## src/rtl/qam16_hard_slicer_if.sv

```systemverilog
// Sample-side and FIFO-side signals of the 16-QAM hard slicer.
// master drives samples and FIFO gating; slave is the slicer itself.
interface qam16_hard_slicer_if #(
  parameter int SAMPLE_W = 12,
  parameter int DROP_W   = 16
);
  logic                       enable;
  logic                       sym_valid;
  logic signed [SAMPLE_W-1:0] i_sample;
  logic signed [SAMPLE_W-1:0] q_sample;
  logic                       write_enable;
  logic                       wfull;
  logic [7:0]                 fifo_wdata;
  logic                       fifo_wreq;
  logic                       half_pending;
  logic [DROP_W-1:0]          drop_count;
  logic                       pack_state;

  modport master (
    output enable, sym_valid, i_sample, q_sample, write_enable, wfull,
    input  fifo_wdata, fifo_wreq, half_pending, drop_count, pack_state
  );

  modport slave (
    input  enable, sym_valid, i_sample, q_sample, write_enable, wfull,
    output fifo_wdata, fifo_wreq, half_pending, drop_count, pack_state
  );
endinterface

```

## src/rtl/qam16_hard_slicer.sv

```systemverilog
// Hard-decision 16-QAM slicer: three-stage pipeline (register, slice, pack)
// turning I/Q samples into Gray nibbles packed two per FIFO byte.
module qam16_hard_slicer #(
  parameter int SAMPLE_W = 12,
  parameter int THRESH   = 512,
  parameter int DROP_W   = 16
) (
  input logic                dclk,
  input logic                reset,
  qam16_hard_slicer_if.slave bus
);

  // Handshake: sym_valid is a one-cycle qualifier with no ready (no upstream
  // backpressure); a formed byte is written only when write_enable=1 and
  // wfull=0 at the forming edge, otherwise it is dropped and counted.

  typedef enum logic {
    ST_EMPTY = 1'b0,
    ST_HALF  = 1'b1
  } pack_state_e;

  localparam logic signed [SAMPLE_W-1:0] T_POS = SAMPLE_W'(THRESH);
  localparam logic signed [SAMPLE_W-1:0] T_NEG = SAMPLE_W'(-THRESH);

  logic                       a_valid_q;
  logic signed [SAMPLE_W-1:0] a_i_q;
  logic signed [SAMPLE_W-1:0] a_q_q;

  logic                       b_valid_q;
  logic [3:0]                 b_nib_q;
  logic [3:0]                 slice_nib;

  pack_state_e                state_q, state_d;
  logic [3:0]                 hold_q, hold_d;
  logic [7:0]                 wdata_q, wdata_d;
  logic                       wreq_q, wreq_d;
  logic [DROP_W-1:0]          drop_q, drop_d;

  // Signed window compares keep the most-negative sample legal (no abs()).
  function automatic logic [1:0] slice_axis(input logic signed [SAMPLE_W-1:0] x);
    logic sgn;
    logic mag;
    sgn = ~x[SAMPLE_W-1];
    mag = (x > T_NEG) && (x < T_POS);
    return {sgn, mag};
  endfunction

  assign slice_nib = {slice_axis(a_i_q), slice_axis(a_q_q)};

  always_ff @(posedge dclk) begin
    if (reset) begin
      a_valid_q <= 1'b0;
      a_i_q     <= '0;
      a_q_q     <= '0;
    end else if (!bus.enable) begin
      a_valid_q <= 1'b0;
    end else begin
      a_valid_q <= bus.sym_valid;
      if (bus.sym_valid) begin
        a_i_q <= bus.i_sample;
        a_q_q <= bus.q_sample;
      end
    end
  end

  always_ff @(posedge dclk) begin
    if (reset) begin
      b_valid_q <= 1'b0;
      b_nib_q   <= 4'h0;
    end else if (!bus.enable) begin
      b_valid_q <= 1'b0;
    end else begin
      b_valid_q <= a_valid_q;
      if (a_valid_q) begin
        b_nib_q <= slice_nib;
      end
    end
  end

  always_ff @(posedge dclk) begin
    if (reset) begin
      state_q <= ST_EMPTY;
      hold_q  <= 4'h0;
      wdata_q <= 8'h00;
      wreq_q  <= 1'b0;
      drop_q  <= '0;
    end else begin
      state_q <= state_d;
      hold_q  <= hold_d;
      wdata_q <= wdata_d;
      wreq_q  <= wreq_d;
      drop_q  <= drop_d;
    end
  end

  always_comb begin
    state_d = state_q;
    hold_d  = hold_q;
    wdata_d = wdata_q;
    wreq_d  = 1'b0;
    drop_d  = drop_q;
    if (!bus.enable) begin
      // Flush: a byte forming this cycle is neither written nor counted.
      state_d = ST_EMPTY;
    end else if (b_valid_q) begin
      case (state_q)
        ST_EMPTY: begin
          hold_d  = b_nib_q;
          state_d = ST_HALF;
        end
        ST_HALF: begin
          state_d = ST_EMPTY;
          if (bus.write_enable && !bus.wfull) begin
            wreq_d  = 1'b1;
            wdata_d = {hold_q, b_nib_q};
          end else if (drop_q != {DROP_W{1'b1}}) begin
            drop_d = drop_q + 1'b1;
          end
        end
        default: state_d = ST_EMPTY;
      endcase
    end
  end

  assign bus.fifo_wdata   = wdata_q;
  assign bus.fifo_wreq    = wreq_q;
  assign bus.half_pending = (state_q == ST_HALF);
  assign bus.drop_count   = drop_q;
  assign bus.pack_state   = state_q;

endmodule
```

## src/flat_wrapper.sv

```systemverilog
// flat-port wrapper written by rule: the top's interface ports become plain ports
module qam16_hard_slicer_flat 
#(
  parameter int SAMPLE_W = 12,
  parameter int THRESH   = 512,
  parameter int DROP_W   = 16
)
  (dclk, reset, bus_enable, bus_sym_valid, bus_i_sample, bus_q_sample, bus_write_enable, bus_wfull, bus_fifo_wdata, bus_fifo_wreq, bus_half_pending, bus_drop_count, bus_pack_state);
  qam16_hard_slicer_if #(.SAMPLE_W(SAMPLE_W), .DROP_W(DROP_W)) bus_i ();
  input logic dclk;
  input logic reset;
  input wire logic [$bits(bus_i.enable)-1:0] bus_enable;
  input wire logic [$bits(bus_i.sym_valid)-1:0] bus_sym_valid;
  input wire logic [$bits(bus_i.i_sample)-1:0] bus_i_sample;
  input wire logic [$bits(bus_i.q_sample)-1:0] bus_q_sample;
  input wire logic [$bits(bus_i.write_enable)-1:0] bus_write_enable;
  input wire logic [$bits(bus_i.wfull)-1:0] bus_wfull;
  output wire logic [$bits(bus_i.fifo_wdata)-1:0] bus_fifo_wdata;
  output wire logic [$bits(bus_i.fifo_wreq)-1:0] bus_fifo_wreq;
  output wire logic [$bits(bus_i.half_pending)-1:0] bus_half_pending;
  output wire logic [$bits(bus_i.drop_count)-1:0] bus_drop_count;
  output wire logic [$bits(bus_i.pack_state)-1:0] bus_pack_state;
  assign bus_i.enable = bus_enable;
  assign bus_i.sym_valid = bus_sym_valid;
  assign bus_i.i_sample = bus_i_sample;
  assign bus_i.q_sample = bus_q_sample;
  assign bus_i.write_enable = bus_write_enable;
  assign bus_i.wfull = bus_wfull;
  assign bus_fifo_wdata = bus_i.fifo_wdata;
  assign bus_fifo_wreq = bus_i.fifo_wreq;
  assign bus_half_pending = bus_i.half_pending;
  assign bus_drop_count = bus_i.drop_count;
  assign bus_pack_state = bus_i.pack_state;
  qam16_hard_slicer #(.SAMPLE_W(SAMPLE_W), .THRESH(THRESH), .DROP_W(DROP_W)) u_core (.dclk(dclk), .reset(reset), .bus(bus_i));
endmodule
```

## config.mk

```make
export PLATFORM = sky130hd
export DESIGN_NAME = qam16_hard_slicer_flat
export DESIGN_NICKNAME = d
export VERILOG_FILES = /design/src/rtl/qam16_hard_slicer_if.sv /design/src/rtl/qam16_hard_slicer.sv /design/src/flat_wrapper.sv
export SDC_FILE = /design/constraint.sdc
export NUM_CORES = 1
export LEC_CHECK = 0
export CAP_MARGIN = 20
export CELL_PAD_IN_SITES_DETAIL_PLACEMENT = 1
export CELL_PAD_IN_SITES_GLOBAL_PLACEMENT = 1
export CORE_ASPECT_RATIO = 1.75
export CORE_UTILIZATION = 35
export CTS_CLUSTER_DIAMETER = 40
export DETAILED_ROUTE_END_ITERATION = 6
export PLACE_DENSITY_LB_ADDON = 0.1
export SYNTH_ARGS = -nofsm -noshare
export SYNTH_HDL_FRONTEND = slang
export SYNTH_SLANG_ARGS = --single-unit
```

## constraint.sdc

```tcl
create_clock -name dclk -period 2.45 [get_ports dclk]
set_input_delay 0.3675 -clock dclk [delete_from_list [all_inputs] [get_ports dclk]]
set_output_delay 0.3675 -clock dclk [all_outputs]
set_load 0.01 [all_outputs]
```

==> flow_summary.yaml, run 1 <==
worst_hold_path:
  hold_end: "u_core.a_q_q[8]$_SDFFE_PP0P_"
  hold_depth: 2
  hold_path_class: "register to register"
  min_from: "u_core.a_q_q[8]$_SDFFE_PP0P_"
synthesis:
  netlist_instances: 289
  yosysWarnings: 0
  ys_types: 36
  synth_edf_count: 0
  syn-num-nets: 320
  ys_top_cells_by_area: "dfxtp_1 (49%), nand2_1 (8.7%), a21oi_1 (7.4%), mux2i_1 (5.7%), nor2_1 (4.4%)"
  avgSynthCellArea_um2: 8.48
  yosysSeqAreaShare_pct: 49.0
  synthFlopType: "dfxtp_1"
  synth.cell_area_um2: 2450
  synth-async-reset-ratio_pct: 0
  synth_top_cell_by_area: "dfxtp_1"
  ys_ff_latch: 60
  synth_top_area_share_pct: 49.0
route:
  wirelength_um: 5940
  met2WireLength_um: 3300
  wl_met1_um: 2340
  wl_per_cell_um: 13.6
  via_per_inst: 5.13
  drt_first_pass_iters: 4
  vias: 2237
  first_iter_violations: 82
  drtAntennaViolNets: 0
  top_layer: "met4"
  drc: 0
  dr_wl_met3_um: 154
layout:
  final_core_utilization_pct: 49.8
  drive_above_1_share_pct: 8.52
  synthToLayoutAreaGrowth_pct: 38.5
  num_antenna_cells: 0
  fin_area_um2: 3390
  finalNetCount: 381
critical_path:
  worstPathArrival_ns: 2.39
  regToRegSetupSlack_ns: 0.31
  worst-r2r-cell-count: 5
  r2r-start: "u_core.bus.drop_count[1]$_SDFFE_PP0P_"
  cp-start-kind: "register"
  timing.rr.end: "u_core.bus.drop_count[14]$_SDFFE_PP0P_"
  crit_path_end_kind: "register"
  path_class: "register to register"
  crit_path_max_fanout: 7
  required_ns: 2.71
timing:
  rsz0062_at_grt: "false"
  finalHoldViolations: 0
  tightest_slew_ns: 0.581
  min_period_ns: 2.14
  timing.final.crit_share_pct: 87.3
  fin_tns_setup_ns: 0
  maxSlewHeadroom_pct: 60.9
  fin_skew_ns: 0.00556
  clock.fmax_ghz: 0.468
  setup_viol: 0
  maxSlewViolCount: 0
  setup_ws_ns: 0.312
clocking:
  clock_latency_ns: 0.32
  cts_buffers: 9
  cts_hold_buf: 0
  cts_tree: "done"
  clk_pin_slew_worst_paths_ns: 0.05
  cts.sinks: 60
  ctsLongestPathBuffers: 2
  cts_setup_buffers: 0
  cts_max_level: 3
  clockRootBuffer: "clkbuf_16"
  cts_resized: 0
die:
  initial_core_util_pct: 36.0
  die_x_um: 65.2
  io-pin-count: 57
  dieHeight_um: 113
  fp-row-count: 40
  coreArea_um2: 6810
  die_area_um2: 7350
grt:
  grt_remaining_overflow: 0
  grt_max_degree: 32
  grt_pass1_wl_um: 10200
  grt_use_total_pct: 18.3
  grt_pass1_vias: 2224
  antenna_found_initial: 0
power_and_ir_drop:
  seqPwrFrac_pct: 43.3
  p_sw_share_pct: 20.6
  leakagePower_uw: 0.00122
  clkPwrFrac_pct: 51.3
  combPwrFrac_pct: 5.4
  p_int_uw: 1860
  switching_power_uw: 482
  power.total_uw: 2340
  p_per_area_nw_per_um2: 690
  peakVddDrop_v: 0.000478
placement:
  place.gp.congestion: 0.770
  numPortBuffers: 56
  hpwl_um: 4320
  placed_cell_area_um2: 3110
  post-place-ws_ns: 0.0582
run_status:
  status: "finished clean"
flow_run:
  drv_cap: 0
[layout by cell type, fill, tap and decap left out, drive strengths merged, types with 5 or more instances in the layout]
master,Yosys,routed
mux2,5,5
clkdlybuf4s50,0,55
nor2,29,29
clkbuf,10,10
nand3,6,6
nand4,6,6
a21oi,36,36
dfxtp,60,60
buf,5,10
nor3,7,7
nor2b,6,6
nor4,8,8
mux2i,14,14
nand2,57,57
[metrics by stage]
stage | cells | hold WS (ns)
after floorplan | 289 | 0.436
after global placement | 423 | 0.444
after detailed placement | 423 | 0.449
after CTS | 436 | 0.455
after global routing | 436 | 0.481
final | 436 | 0.454
[registers in the layout (all words and copies together), names as in the netlist]
name / cells
u_core.a_i_q: 12
u_core.a_q_q: 12
u_core.a_valid_q: 1
u_core.b_nib_q: 4
u_core.b_valid_q: 1
u_core.bus.drop_count: 16
u_core.bus.fifo_wdata: 8
u_core.bus.fifo_wreq: 1
u_core.bus.half_pending: 1
u_core.hold_q: 4
[worst max-delay path, stage by stage (launching register included)]
cell	delay, ns
dfxtp_1	0.38
ha_1	0.23
nand4_1	0.16
or4_1	0.64
or4_1	0.51
a21oi_1	0.14
[cell families after synthesis]
kind of cell / count (synthesis) / synth area share [%]
xor gates and xnor gates: 1 / 0.358
AOI/OAI and AO/OA: 51 / 11.6
muxes: 19 / 8.02
buffers and inverters: 16 / 2.81
DFF: 60 / 49.0
and+or+nand+nor: 141 / 27.6
adders and majority gates: 1 / 0.511
[per-layer routing]
metal	global-route usage [%]	vias up
met5	0	-
met4	10.4	0
met3	3.46	9
met2	33.2	43
met1	18.9	1055
li1	-	1130
[worst max-delay path by stage]
stage	depth (start not counted)	slack (ns)	startpoint	endpoint
2_1_floorplan	6	0.45	u_core.bus.drop_count[0]$_SDFFE_PP0P_	u_core.bus.drop_count[14]$_SDFFE_PP0P_
3_3_place_gp	5	0.09	bus_enable	u_core.bus.drop_count[14]$_SDFFE_PP0P_
3_5_place_dp	5	0.06	bus_enable	u_core.bus.drop_count[14]$_SDFFE_PP0P_
4_1_cts	5	0.28	u_core.bus.drop_count[1]$_SDFFE_PP0P_	u_core.bus.drop_count[14]$_SDFFE_PP0P_
5_1_grt	5	0.21	u_core.bus.drop_count[0]$_SDFFE_PP0P_	u_core.bus.drop_count[14]$_SDFFE_PP0P_
6_report	5	0.31	u_core.bus.drop_count[1]$_SDFFE_PP0P_	u_core.bus.drop_count[14]$_SDFFE_PP0P_
[cells in the mapped netlist (2+ instances only)]
master,n
o31ai_1,4
nor4_1,7
nor3_1,7
or4_1,4
dfxtp_1,60
o21ai_0,4
and3_1,4
a21oi_1,36
nor2b_1,6
and3b_1,2
mux2_2,5
mux2i_1,14
a211oi_1,2
nand3_1,5
nand2b_1,3
nand4_1,6
buf_1,2
or3_1,4
o31a_1,2
and2_1,2
nor2_1,29
clkbuf_1,10
nand2_1,57
buf_4,2
[cell type report]
class                      count  area, um^2
sequential                    60        1200
timing repair buffer          65         623
multi-input combinational    213        1180
fill                         810        3410
clock buffer                  10         239
inverter                       1        3.75
tap                           84         105
clock inverter                 3        40.0
[power groups by stage]
stage               Clock, uW  Sequential (uW)  Combinational, uW
floorplan                   0             1030               62.8
global placement            0             1030                126
detailed placement          0             1030                128
CTS                      1230             1010                129
global route             1270             1010                142
finish                   1200             1010                127
Power figures use the tool's default switching activity.
==> run 2, diff against run 1 <==
--- a/config.mk
+++ b/config.mk
@@ -9,9 +9,10 @@
 export CELL_PAD_IN_SITES_DETAIL_PLACEMENT = 1
 export CELL_PAD_IN_SITES_GLOBAL_PLACEMENT = 1
-export CORE_ASPECT_RATIO = 1.75
+export CORE_ASPECT_RATIO = 0.5
 export CORE_UTILIZATION = 35
 export CTS_CLUSTER_DIAMETER = 40
 export DETAILED_ROUTE_END_ITERATION = 6
 export PLACE_DENSITY_LB_ADDON = 0.1
+export RECOVER_POWER = 25
 export SYNTH_ARGS = -nofsm -noshare
 export SYNTH_HDL_FRONTEND = slang
==> constraint.sdc (replaced) <==
create_clock -name dclk -period 2.45 [get_ports dclk]
set_input_delay 0.3675 -clock dclk [delete_from_list [all_inputs] [get_ports dclk]]
set_output_delay 0.3675 -clock dclk [all_outputs]
set_load 0.005 [all_outputs]
==> flow_summary.yaml, run 2 (synthesized netlist as in run 1, its figures left out) <==
critical_path:
  worst-r2r-cell-count: 5
  required_ns: 2.70
  crit_path_end_kind: "register"
  cp_common_cell: "or4_1"
  path_class: "register to register"
  crit_buf_inv: 0
  crit_chain: "ha_1 > nand4_1 > or4_1 > or4_1 > a21oi_1"
  worstPathArrival_ns: 2.40
  critPathTopFamily: "simple AND/OR/NAND/NOR gates"
  worst-path-stages: 5
  crit_path_max_fanout: 7
  slowest_stage: "or4_1"
  cp-start-kind: "register"
  cpPeakStageDelay_ns: 0.64
clocking:
  cts_hold_buf: 0
  cts_max_level: 3
  clk_pin_slew_worst_paths_ns: 0.05
  cts_buffers: 9
  cts_resized: 0
  clock_latency_ns: 0.32
  ctsLongestPathBuffers: 2
  clockRootBuffer: "clkbuf_16"
  cts.sinks: 60
  cts_tree: "done"
  cts_setup_buffers: 0
timing:
  finalHoldViolations: 0
  fin_hold_ws_ns: 0.454
  clock.fmax_ghz: 0.465
  setup_ws_ns: 0.302
  fin_tns_setup_ns: 0
  fin_skew_ns: 0.00316
  timing.final.crit_share_pct: 87.7
  maxSlewHeadroom_pct: 31.7
  min_period_ns: 2.15
  tightest_slew_ns: 1.02
  maxSlewViolCount: 0
  setup_viol: 0
  rsz0062_at_grt: "false"
grt:
  grt_most_used_layer: "met2"
  grtUsageMet3_pct: 7.22
  grt_pass1_wl_um: 9690
  grt_remaining_overflow: 0
  grt_pass1_vias: 2158
  use_met1_pct: 18.6
  grt_max_degree: 67
  grt_use_total_pct: 17.4
  grt_use_met2_pct: 31.5
  antenna_found_initial: 0
run_status:
  status: "finished clean"
die:
  io-pin-count: 57
  coreArea_um2: 6730
  initial_core_util_pct: 36.4
  dieHeight_um: 61.2
  die_area_um2: 7360
  die_x_um: 120
  fp-row-count: 21
placement:
  place.gp.congestion: 0.754
  post-place-ws_ns: 0.0775
  numPortBuffers: 56
  placed_cell_area_um2: 3120
  hpwl_um: 4220
layout:
  drive_above_1_share_pct: 7.08
  mostFrequentLayoutCell: "dfxtp_1"
  fin_area_um2: 3380
  final_cell_mix: "dfxtp_1 (60), nand2_1 (57), clkdlybuf4s50_1 (54), a21oi_1 (36), nor2_1 (29)"
  finalNetCount: 379
  largest_reg_flops: 16
  synthToLayoutAreaGrowth_pct: 37.8
  num_antenna_cells: 0
power_and_ir_drop:
  leakagePower_uw: 0.00120
  p_per_area_nw_per_um2: 666
  peakVddDrop_v: 0.000365
  power.total_uw: 2250
route:
  vias: 2223
  wirelength_um: 5980
  first_iter_violations: 91
  drt_first_pass_iters: 6
  wl_per_cell_um: 13.4
  drtAntennaViolNets: 0
  drc: 0
  via_per_inst: 5.00
worst_hold_path:
  hold_depth: 2
  hold_path_class: "register to register"
flow_run:
  drv_cap: 0
## run 2: cell count changes in the layout (fill, tap and decap cells not counted)
cell and change:
buf_12 +1, buf_4 -5, bufinv_16 -1, clkbuf_1 +6
clkdlybuf4s50_1 -1, dlygate4sd3_1 +1
## run 2: worst register-to-register path: stages (launching register included)
cell and delay [ns]:
dfxtp_1 0.37, ha_1 0.23, nand4_1 0.17, or4_1 0.64, or4_1 0.52, a21oi_1 0.15
## run 2: final cells by class
cell class              count  area (um^2)
clock inverters             2         10.0
fillers                   816         3350
clock buffers              14          254
well taps                  92          115
multi-input cells         213         1180
flip-flops and latches     60         1200
inverters                   1         3.75
repair buffers             63          613
## run 2: where the power goes
part           internal (uW)  leakage [uW]  switching, uW
registers               1000      0.000487           13.5
logic                   67.1      0.000583           59.9
clock network            708      0.000131            402
## run 2: worst paths after layout
path | to | startpoint | slack, ns
min reg2reg | u_core.a_q_q[2]$_SDFFE_PP0P_ | u_core.a_q_q[2]$_SDFFE_PP0P_ | 0.45
min | u_core.a_q_q[2]$_SDFFE_PP0P_ | u_core.a_q_q[2]$_SDFFE_PP0P_ | 0.45
max reg2reg | u_core.bus.drop_count[14]$_SDFFE_PP0P_ | u_core.bus.drop_count[0]$_SDFFE_PP0P_ | 0.30
max | u_core.bus.drop_count[14]$_SDFFE_PP0P_ | u_core.bus.drop_count[0]$_SDFFE_PP0P_ | 0.30
## run 2: routing by layer
layer / vias up / share of wire, %
li1: 1131 / -
met1: 1046 / 46
met2: 39 / 48
met3: 7 / 4.9
met4: 0 / 1.0
met5: - / 0
## run 2: stage by stage
step	util (%)	cells
6_report	50.2	445
2_1_floorplan	-	289
5_1_grt	50.2	445
4_1_cts	50.3	445
3_5_place_dp	46.4	429
3_3_place_gp	46.4	429
